## config.mk

```make
export PLATFORM = sky130hd
export DESIGN_NAME = universal_shift_reg_flat
export DESIGN_NICKNAME = d
export VERILOG_FILES = /design/src/rtl/universal_shift_reg_if.sv /design/src/rtl/universal_shift_reg.sv /design/src/flat_wrapper.sv
export SDC_FILE = /design/constraint.sdc
export NUM_CORES = 1
export LEC_CHECK = 0
export CAP_MARGIN = 20
export CORE_ASPECT_RATIO = 1.5
export CORE_MARGIN = 2
export CORE_UTILIZATION = 33
export DETAILED_ROUTE_END_ITERATION = 10
export PLACE_DENSITY = 0.68
export SKIP_LAST_GASP = 1
export SLEW_MARGIN = 20
export SYNTH_ARGS = -nofsm -noshare
export SYNTH_HDL_FRONTEND = slang
export SYNTH_SLANG_ARGS = --single-unit
```

## constraint.sdc

```tcl
create_clock -name clk -period 2.1 [get_ports clk]
set_input_delay 0.42 -clock clk [delete_from_list [all_inputs] [get_ports clk]]
set_output_delay 0.42 -clock clk [all_outputs]
set_load 0.005 [all_outputs]
```

## src/rtl/universal_shift_reg_if.sv

```systemverilog
// Command/data bundle for universal_shift_reg. The optional abort signal
// exists only when USR_ABORT_EN is defined.
interface universal_shift_reg_if #(
    parameter int WIDTH = 8,
    parameter int CNT_W = 4
);
    logic             cmd_valid;
    logic             cmd_ready;
    logic [2:0]       cmd_op;
    logic [CNT_W-1:0] cmd_cnt;
    logic [WIDTH-1:0] data_in;
    logic             serial_in;
    logic [WIDTH-1:0] data_out;
    logic             serial_out;
    logic             busy;
    logic             done;
`ifdef USR_ABORT_EN
    logic             abort;
`endif

    modport master (
`ifdef USR_ABORT_EN
        output abort,
`endif
        output cmd_valid, cmd_op, cmd_cnt, data_in, serial_in,
        input  cmd_ready, data_out, serial_out, busy, done
    );

    modport slave (
`ifdef USR_ABORT_EN
        input  abort,
`endif
        input  cmd_valid, cmd_op, cmd_cnt, data_in, serial_in,
        output cmd_ready, data_out, serial_out, busy, done
    );
endinterface

```

## src/rtl/universal_shift_reg.sv

```systemverilog
// WIDTH-generic shift engine: load, shift/rotate/arith-shift over N steps with
// valid/ready command handshake. Define USR_ABORT_EN to add a mid-command abort.
module universal_shift_reg #(
    parameter int WIDTH = 8,
    parameter int CNT_W = 4
) (
    input  logic                  clk,
    input  logic                  rst,
    universal_shift_reg_if.slave  bus
);
    localparam logic [2:0] OP_LOAD = 3'b000;
    localparam logic [2:0] OP_SHL  = 3'b001;
    localparam logic [2:0] OP_SHR  = 3'b010;
    localparam logic [2:0] OP_ROL  = 3'b011;
    localparam logic [2:0] OP_ROR  = 3'b100;
    localparam logic [2:0] OP_ASR  = 3'b101;

    typedef enum logic {IDLE, SHIFT} state_t;

    state_t           state_q, state_d;
    logic [WIDTH-1:0] data_q, data_d;
    logic             so_q, so_d;
    logic             done_q, done_d;
    logic [2:0]       op_q, op_d;
    logic [CNT_W-1:0] rem_q, rem_d;

    logic [WIDTH-1:0] step_data;
    logic             step_so;
    logic             accept;
    logic             abort_req;

    assign accept = bus.cmd_valid && (state_q == IDLE);

`ifdef USR_ABORT_EN
    assign abort_req = bus.abort;
`else
    assign abort_req = 1'b0;
`endif

    // Single-bit step of the latched op; serial_in is sampled live here.
    always_comb begin
        step_data = data_q;
        step_so   = so_q;
        case (op_q)
            OP_SHL: begin
                step_data = {data_q[WIDTH-2:0], bus.serial_in};
                step_so   = data_q[WIDTH-1];
            end
            OP_SHR: begin
                step_data = {bus.serial_in, data_q[WIDTH-1:1]};
                step_so   = data_q[0];
            end
            OP_ROL: begin
                step_data = {data_q[WIDTH-2:0], data_q[WIDTH-1]};
                step_so   = data_q[WIDTH-1];
            end
            OP_ROR: begin
                step_data = {data_q[0], data_q[WIDTH-1:1]};
                step_so   = data_q[0];
            end
            OP_ASR: begin
                step_data = {data_q[WIDTH-1], data_q[WIDTH-1:1]};
                step_so   = data_q[0];
            end
            default: ;
        endcase
    end

    always_comb begin
        state_d = state_q;
        data_d  = data_q;
        so_d    = so_q;
        done_d  = 1'b0;
        op_d    = op_q;
        rem_d   = rem_q;
        case (state_q)
            IDLE: begin
                if (accept) begin
                    case (bus.cmd_op)
                        OP_LOAD: begin
                            data_d = bus.data_in;
                            done_d = 1'b1;
                        end
                        OP_SHL, OP_SHR, OP_ROL, OP_ROR, OP_ASR: begin
                            if (bus.cmd_cnt == '0) begin
                                done_d = 1'b1;
                            end else begin
                                state_d = SHIFT;
                                op_d    = bus.cmd_op;
                                rem_d   = bus.cmd_cnt;
                            end
                        end
                        default: done_d = 1'b1;
                    endcase
                end
            end
            SHIFT: begin
                if (abort_req) begin
                    state_d = IDLE;
                    done_d  = 1'b1;
                end else begin
                    data_d = step_data;
                    so_d   = step_so;
                    rem_d  = rem_q - CNT_W'(1);
                    if (rem_q == CNT_W'(1)) begin
                        state_d = IDLE;
                        done_d  = 1'b1;
                    end
                end
            end
            default: state_d = IDLE;
        endcase
    end

    always_ff @(posedge clk or posedge rst) begin
        if (rst) begin
            state_q <= IDLE;
            data_q  <= '0;
            so_q    <= 1'b0;
            done_q  <= 1'b0;
            op_q    <= OP_LOAD;
            rem_q   <= '0;
        end else begin
            state_q <= state_d;
            data_q  <= data_d;
            so_q    <= so_d;
            done_q  <= done_d;
            op_q    <= op_d;
            rem_q   <= rem_d;
        end
    end

    assign bus.cmd_ready  = (state_q == IDLE);
    assign bus.busy       = (state_q == SHIFT);
    assign bus.data_out   = data_q;
    assign bus.serial_out = so_q;
    assign bus.done       = done_q;
endmodule
```

## src/flat_wrapper.sv

```systemverilog
// flat-port wrapper written by rule: the top's interface ports become plain ports
module universal_shift_reg_flat 
#(
    parameter int WIDTH = 8,
    parameter int CNT_W = 4
)
  (clk, rst, bus_cmd_valid, bus_cmd_op, bus_cmd_cnt, bus_data_in, bus_serial_in, bus_cmd_ready, bus_data_out, bus_serial_out, bus_busy, bus_done);
  universal_shift_reg_if #(.WIDTH(WIDTH), .CNT_W(CNT_W)) bus_i ();
  input  logic clk;
  input  logic rst;
  input wire logic [$bits(bus_i.cmd_valid)-1:0] bus_cmd_valid;
  input wire logic [$bits(bus_i.cmd_op)-1:0] bus_cmd_op;
  input wire logic [$bits(bus_i.cmd_cnt)-1:0] bus_cmd_cnt;
  input wire logic [$bits(bus_i.data_in)-1:0] bus_data_in;
  input wire logic [$bits(bus_i.serial_in)-1:0] bus_serial_in;
  output wire logic [$bits(bus_i.cmd_ready)-1:0] bus_cmd_ready;
  output wire logic [$bits(bus_i.data_out)-1:0] bus_data_out;
  output wire logic [$bits(bus_i.serial_out)-1:0] bus_serial_out;
  output wire logic [$bits(bus_i.busy)-1:0] bus_busy;
  output wire logic [$bits(bus_i.done)-1:0] bus_done;
  assign bus_i.cmd_valid = bus_cmd_valid;
  assign bus_i.cmd_op = bus_cmd_op;
  assign bus_i.cmd_cnt = bus_cmd_cnt;
  assign bus_i.data_in = bus_data_in;
  assign bus_i.serial_in = bus_serial_in;
  assign bus_cmd_ready = bus_i.cmd_ready;
  assign bus_data_out = bus_i.data_out;
  assign bus_serial_out = bus_i.serial_out;
  assign bus_busy = bus_i.busy;
  assign bus_done = bus_i.done;
  universal_shift_reg #(.WIDTH(WIDTH), .CNT_W(CNT_W)) u_core (.clk(clk), .rst(rst), .bus(bus_i));
endmodule
```

### Word-level counts from Yosys, hierarchy flattened

Index checks and enable logic that the tools add are counted.

| cells by class | value |
|---|---|
| add/subtract/negate cells | 1 |
| eq/ne operators | 18 |
| multiplexer cells | 19 |
| bitwise operators | 2 |
| reductions and logical operators | 12 |

Operators by type and width:

| operator | count |
|---|---|
| case mux 8 bit (5 select lines) | 1 |
| 2-to-1 mux 8 bit | 2 |
| case mux 8 bit (2 select lines) | 1 |
| equality test 3 x 2 -> 1 bit (second input constant) | 4 |
| equality test 3 bit (second input constant) | 4 |
| 2-to-1 mux 4 bit | 3 |
| 2-to-1 mux 1 bit | 8 |
| case mux 4 bit (2 select lines) | 1 |
| AND reduction 4 bit | 2 |
| equality test 3 x 1 -> 1 bit (second input constant) | 2 |
| inequality test 2 x 1 -> 1 bit (second input constant) | 3 |
| inequality test 6 bit (second input constant) | 1 |
| case mux 1 bit (2 select lines) | 3 |
| AND reduction 3 bit | 2 |
| inequality test 5 bit (second input constant) | 1 |
| OR reduction 5 bit | 1 |
| equality test 4 x 1 -> 1 bit (second input constant) | 1 |
| logical NOT 4 bit | 1 |
| inequality test 2 bit (second input constant) | 2 |
| subtractor 4 x 1 -> 4 bit (second input constant) | 1 |
| logical NOT 3 bit | 1 |
| OR reduction 3 bit | 1 |
| inverter 1 bit | 2 |
| AND reduction 2 bit | 1 |
| other kinds (3) | 3 |

| storage, ports and cells | value |
|---|---|
| bits in registers | 18 |
| input port bits | 19 |
| word-level logic and storage cells | 59 |

### Longest topological paths before layout

| depth | value |
|---|---|
| word-level depth | 5 |
| gate-level depth with buffers | 7 |
| mapped depth without buffers | 6 |

### Worst setup path before layout

Ideal clock, no wire load.

| timing | value |
|---|---|
| kind | register to register |
| start point | register u_core.op_q[2] |
| end point | register u_core.data_q[2], in the netlist u_core.bus.data_out[2] |
| arrival time | 1,534 ps |
| required time | 2,005 ps |
| setup slack | 470 ps |
| cell stages (with the launch flop) | 6 |
| buffers on the path | 1 |
| cell sequence | dfrtp_1 > ha_1 > buf_2 > o311ai_0 > a21oi_1 > o31ai_1 |

| between the ends | value |
|---|---|
| cells in the longest elaborated chain, start to end | 3 |

Ends and longest elaborated chain:

| what | RTL line | source |
|---|---|---|
| start: declaration | universal_shift_reg.sv:24 | `logic [2:0] op_q, op_d;` |
| start signal: assignment | universal_shift_reg.sv:128 | `op_q <= op_d;` |
| equality test 3 bit (tied with other cells) | universal_shift_reg.sv:44 | `case (op_q)` |
| case mux 8 bit (5 select lines) / inequality test 6 bit (equally long branches) | n/a |  |
| case mux 8 bit (2 select lines) / AND reduction 3 bit (equally long branches) | n/a |  |
| end signal: assignment | universal_shift_reg.sv:125 | `data_q <= data_d;` |
| end: declaration | universal_shift_reg.sv:21 | `logic [WIDTH-1:0] data_q, data_d;` |

Parallel ways exist; a longest one is shown, timed or not.
A chain may end at the register's enable or synchronous reset.

### Final worst setup path

| timing | value |
|---|---|
| start point | register u_core.state_q, in the netlist u_core.bus.busy |
| end point | output port bus_cmd_ready |

| between the ends | value |
|---|---|
| cells in the longest elaborated chain, start to end | 1 |

Ends and longest elaborated chain:

| what | RTL line | source |
|---|---|---|
| start: declaration | universal_shift_reg.sv:20 | `state_t state_q, state_d;` |
| start signal: assignment | universal_shift_reg.sv:124 | `state_q <= state_d;` |
| inverter 1 bit (no source line) | n/a |  |
| end: declaration | flat_wrapper.sv:16 | `output wire logic [$bits(bus_i.cmd_ready)-1:0] bus_cmd_ready;` |

Every way passes these cells.

==> impl_metrics.tcl <==
set metrics [dict create \
    tns_ns 0 \
    post-route-period-util_pct 89.2 \
    wl_mm 3.19 \
    layout.cells.non_filler 220 \
    post-dp-hpwl_mm 2.42 \
    synth_ff_type "dfrtp_1" \
    whs_ns 0.469 \
    cts_buffers 3 \
    fp-row-count 27 \
    status "finished clean" \
    setup_viol 0 \
    drive_gt1_share_pct 10.7 \
    first_pass_iters 6 \
    switchingPower_mw 1.11 \
    h-tree-depth 1 \
    die_x_um 54.4 \
    place_congestion 0.782 \
    internal_power_mw 1.42 \
    critPathKind "flop to output port" \
    cts_resized 0 \
    power_per_cell_area_mw_per_mm2 1510 \
    ys_warn_count 0 \
    hold_buffers 0 \
    dieArea_mm2 0.00433 \
    grtUsageTotal_pct 16.7 \
    layout.nets 200 \
    grt_overflow 0 \
    synth_nets 165 \
    peakVddDrop_v 0.000781 \
    die_h_um 79.6 \
    total_leakage_power_nw 0.680 \
    min_path_type "input pin to async pin" \
    clk_path_buf_depth 2 \
    final_max_slew_viol_count 0 \
    worst_slew_pin_slew_ns 0.675 \
    cp_max_fo 6 \
    pwr-share-seq_pct 28.1 \
    rsz0062_at_grt "false" \
    area_delta_synth_final_pct 33.5 \
    p_clk_share_pct 11.6 \
    cts_tree "yes" \
    maxCapViolCount 0 \
    n_antenna_cell 0 \
    dr_total_vias 1242 \
    syn_avg_cell_area_um2 8.78 \
    pwr-share-comb_pct 60.2 \
    synth-async-reset-ratio_pct 100 \
    placedInstanceArea_mm2 0.00162 \
    dp.cells 216 \
    switching_share_pct 44.0 \
    seq_area_frac_synth_pct 35.9 \
    drt_iter0_markers 37 \
    layout_commonest_cell "clkdlybuf4s50_1" \
    drc_errors 0 \
    end_kind "output port" \
    coreArea_mm2 0.00365 \
    vias_per_cell 5.65 \
    numPortBuffers 30 \
    required_ns 1.68 \
    synthCells 143 \
    clock-sinks 18 \
    hold_viol 0 \
    relSlewSlack_pct 55.0 \
    min_period_ns 1.87 \
    clk_latency_ns 0.26 \
    io_pins 31 \
    synth_area_mm2 0.00126 \
    grt_pass1_wl_mm 5.35 \
    clock.fmax_ghz 0.534 \
    worstPathArrival_ns 1.45 \
    grt_max_degree 27 \
    layout_common_cells "clkdlybuf4s50_1, nand2_1, dfrtp_1" \
    netlist_top_cells_area "dfrtp_1, nand2_1, a21oi_1" \
    synth_edf_count 0 \
    clock_skew_ns 0.00139 \
    synthDistinctLibCells 45 \
    finish.instance_area_mm2 0.00168 \
    clk_transition_reported_paths_ns 0.07 \
    synth_top_area_share_pct 35.9 \
    antenna_left 0 \
    first_global_vias 1216 \
    start_util_pct 34.4 \
    setup.worst_path.start_class "flop" \
    antenna_found_initial 0 \
    routedWlPerCell_um 14.5 \
    fill_cells 341 \
    synth_top_area_cell "dfrtp_1" \
    synth_seq_cells 18 \
    root_buffer "clkbuf_8" \
    post_cts_buffers 0 \
]
==> layout make-up <==
type | instances | area (um2) | area share (%)
Sequential cell | 18 | 450 | 26.9
Inverter | 11 | 41.3 | 2.46
Multi-Input combinational cell | 107 | 723 | 43.1
Clock buffer | 4 | 55.1 | 3.28
Tap cell | 43 | 53.8 | 3.21
Timing Repair Buffer | 37 | 353 | 21.0
==> sequential cells by signal (all words and copies together), names as in the netlist <==
signal / count
u_core.op_q: 3
u_core.bus.serial_out: 1
u_core.bus.busy: 1
u_core.rem_q: 4
u_core.bus.data_out: 8
u_core.bus.done: 1
==> worst max-delay path: stages, from the launching register on <==
cell             delay, ns
dfrtp_1               0.45
inv_1                 0.20
clkdlybuf4s50_1       0.54
==> worst paths after layout <==
path,start,endpoint,slack [ns],depth (start not counted)
min reg2reg,u_core.rem_q[0],u_core.rem_q[0],0.54,1
max in group asynchronous,rst,u_core.bus.data_out[6],1.42,3
min in group clk,u_core.rem_q[0],u_core.rem_q[0],0.54,1
min,rst,u_core.bus.data_out[0],0.47,3
max reg2reg,u_core.op_q[1],u_core.bus.data_out[2],0.35,7
max,u_core.bus.busy,bus_cmd_ready,0.23,2
==> Yosys cell counts, types with 3 or more instances <==
library cell,count
buf_2,3
a21oi_1,12
dfrtp_1,18
xnor2_1,3
a221oi_1,3
o31ai_2,3
inv_1,11
o31ai_1,4
o21ai_0,6
nand2_1,19
ha_1,3
nor2_1,10
nand2b_1,4
o311ai_0,3
mux2_1,3
==> metrics by stage <==
| step | setup WS, ns | utilization [%] | power [mW] |
|---|---|---|---|
| after floorplan | 0.470 | - | 1.77 |
| after global placement | 0.0434 | 44.4 | 2.18 |
| after detailed placement | -0.0143 | 44.4 | 2.24 |
| after CTS | 0.225 | 46.0 | 2.54 |
| after global routing | 0.175 | 46.0 | 2.77 |
| final | 0.226 | 46.0 | 2.53 |
==> cell families after synthesis <==
group / Yosys count / share of synthesized area (%)
AO/OA/AOI/OAI: 48 / 27.9
AND/OR/NAND/NOR: 48 / 20.3
buffers and inverters: 18 / 6.57
flip-flops: 18 / 35.9
multiplexers: 5 / 4.28
XOR/XNOR: 3 / 2.09
adder cells (fa/ha/maj): 3 / 2.99
==> power groups by stage <==
stage / combinational, mW / sequential [mW] / clock, mW
final: 1.52 / 0.711 / 0.294
after global routing: 1.73 / 0.738 / 0.309
after CTS: 1.53 / 0.710 / 0.300
after detailed placement: 1.52 / 0.717 / 0
after global placement: 1.47 / 0.707 / 0
after floorplan: 1.10 / 0.673 / 0
==> routing by layer <==
metal  up-vias  wire (um)  track usage [%]
li1        594          -                -
met1       605       1270             18.5
met2        30       1680             28.6
met3        13        142             3.00
met4         0        108             9.25
met5         -          0                0
Power figures use the tool's default switching activity.
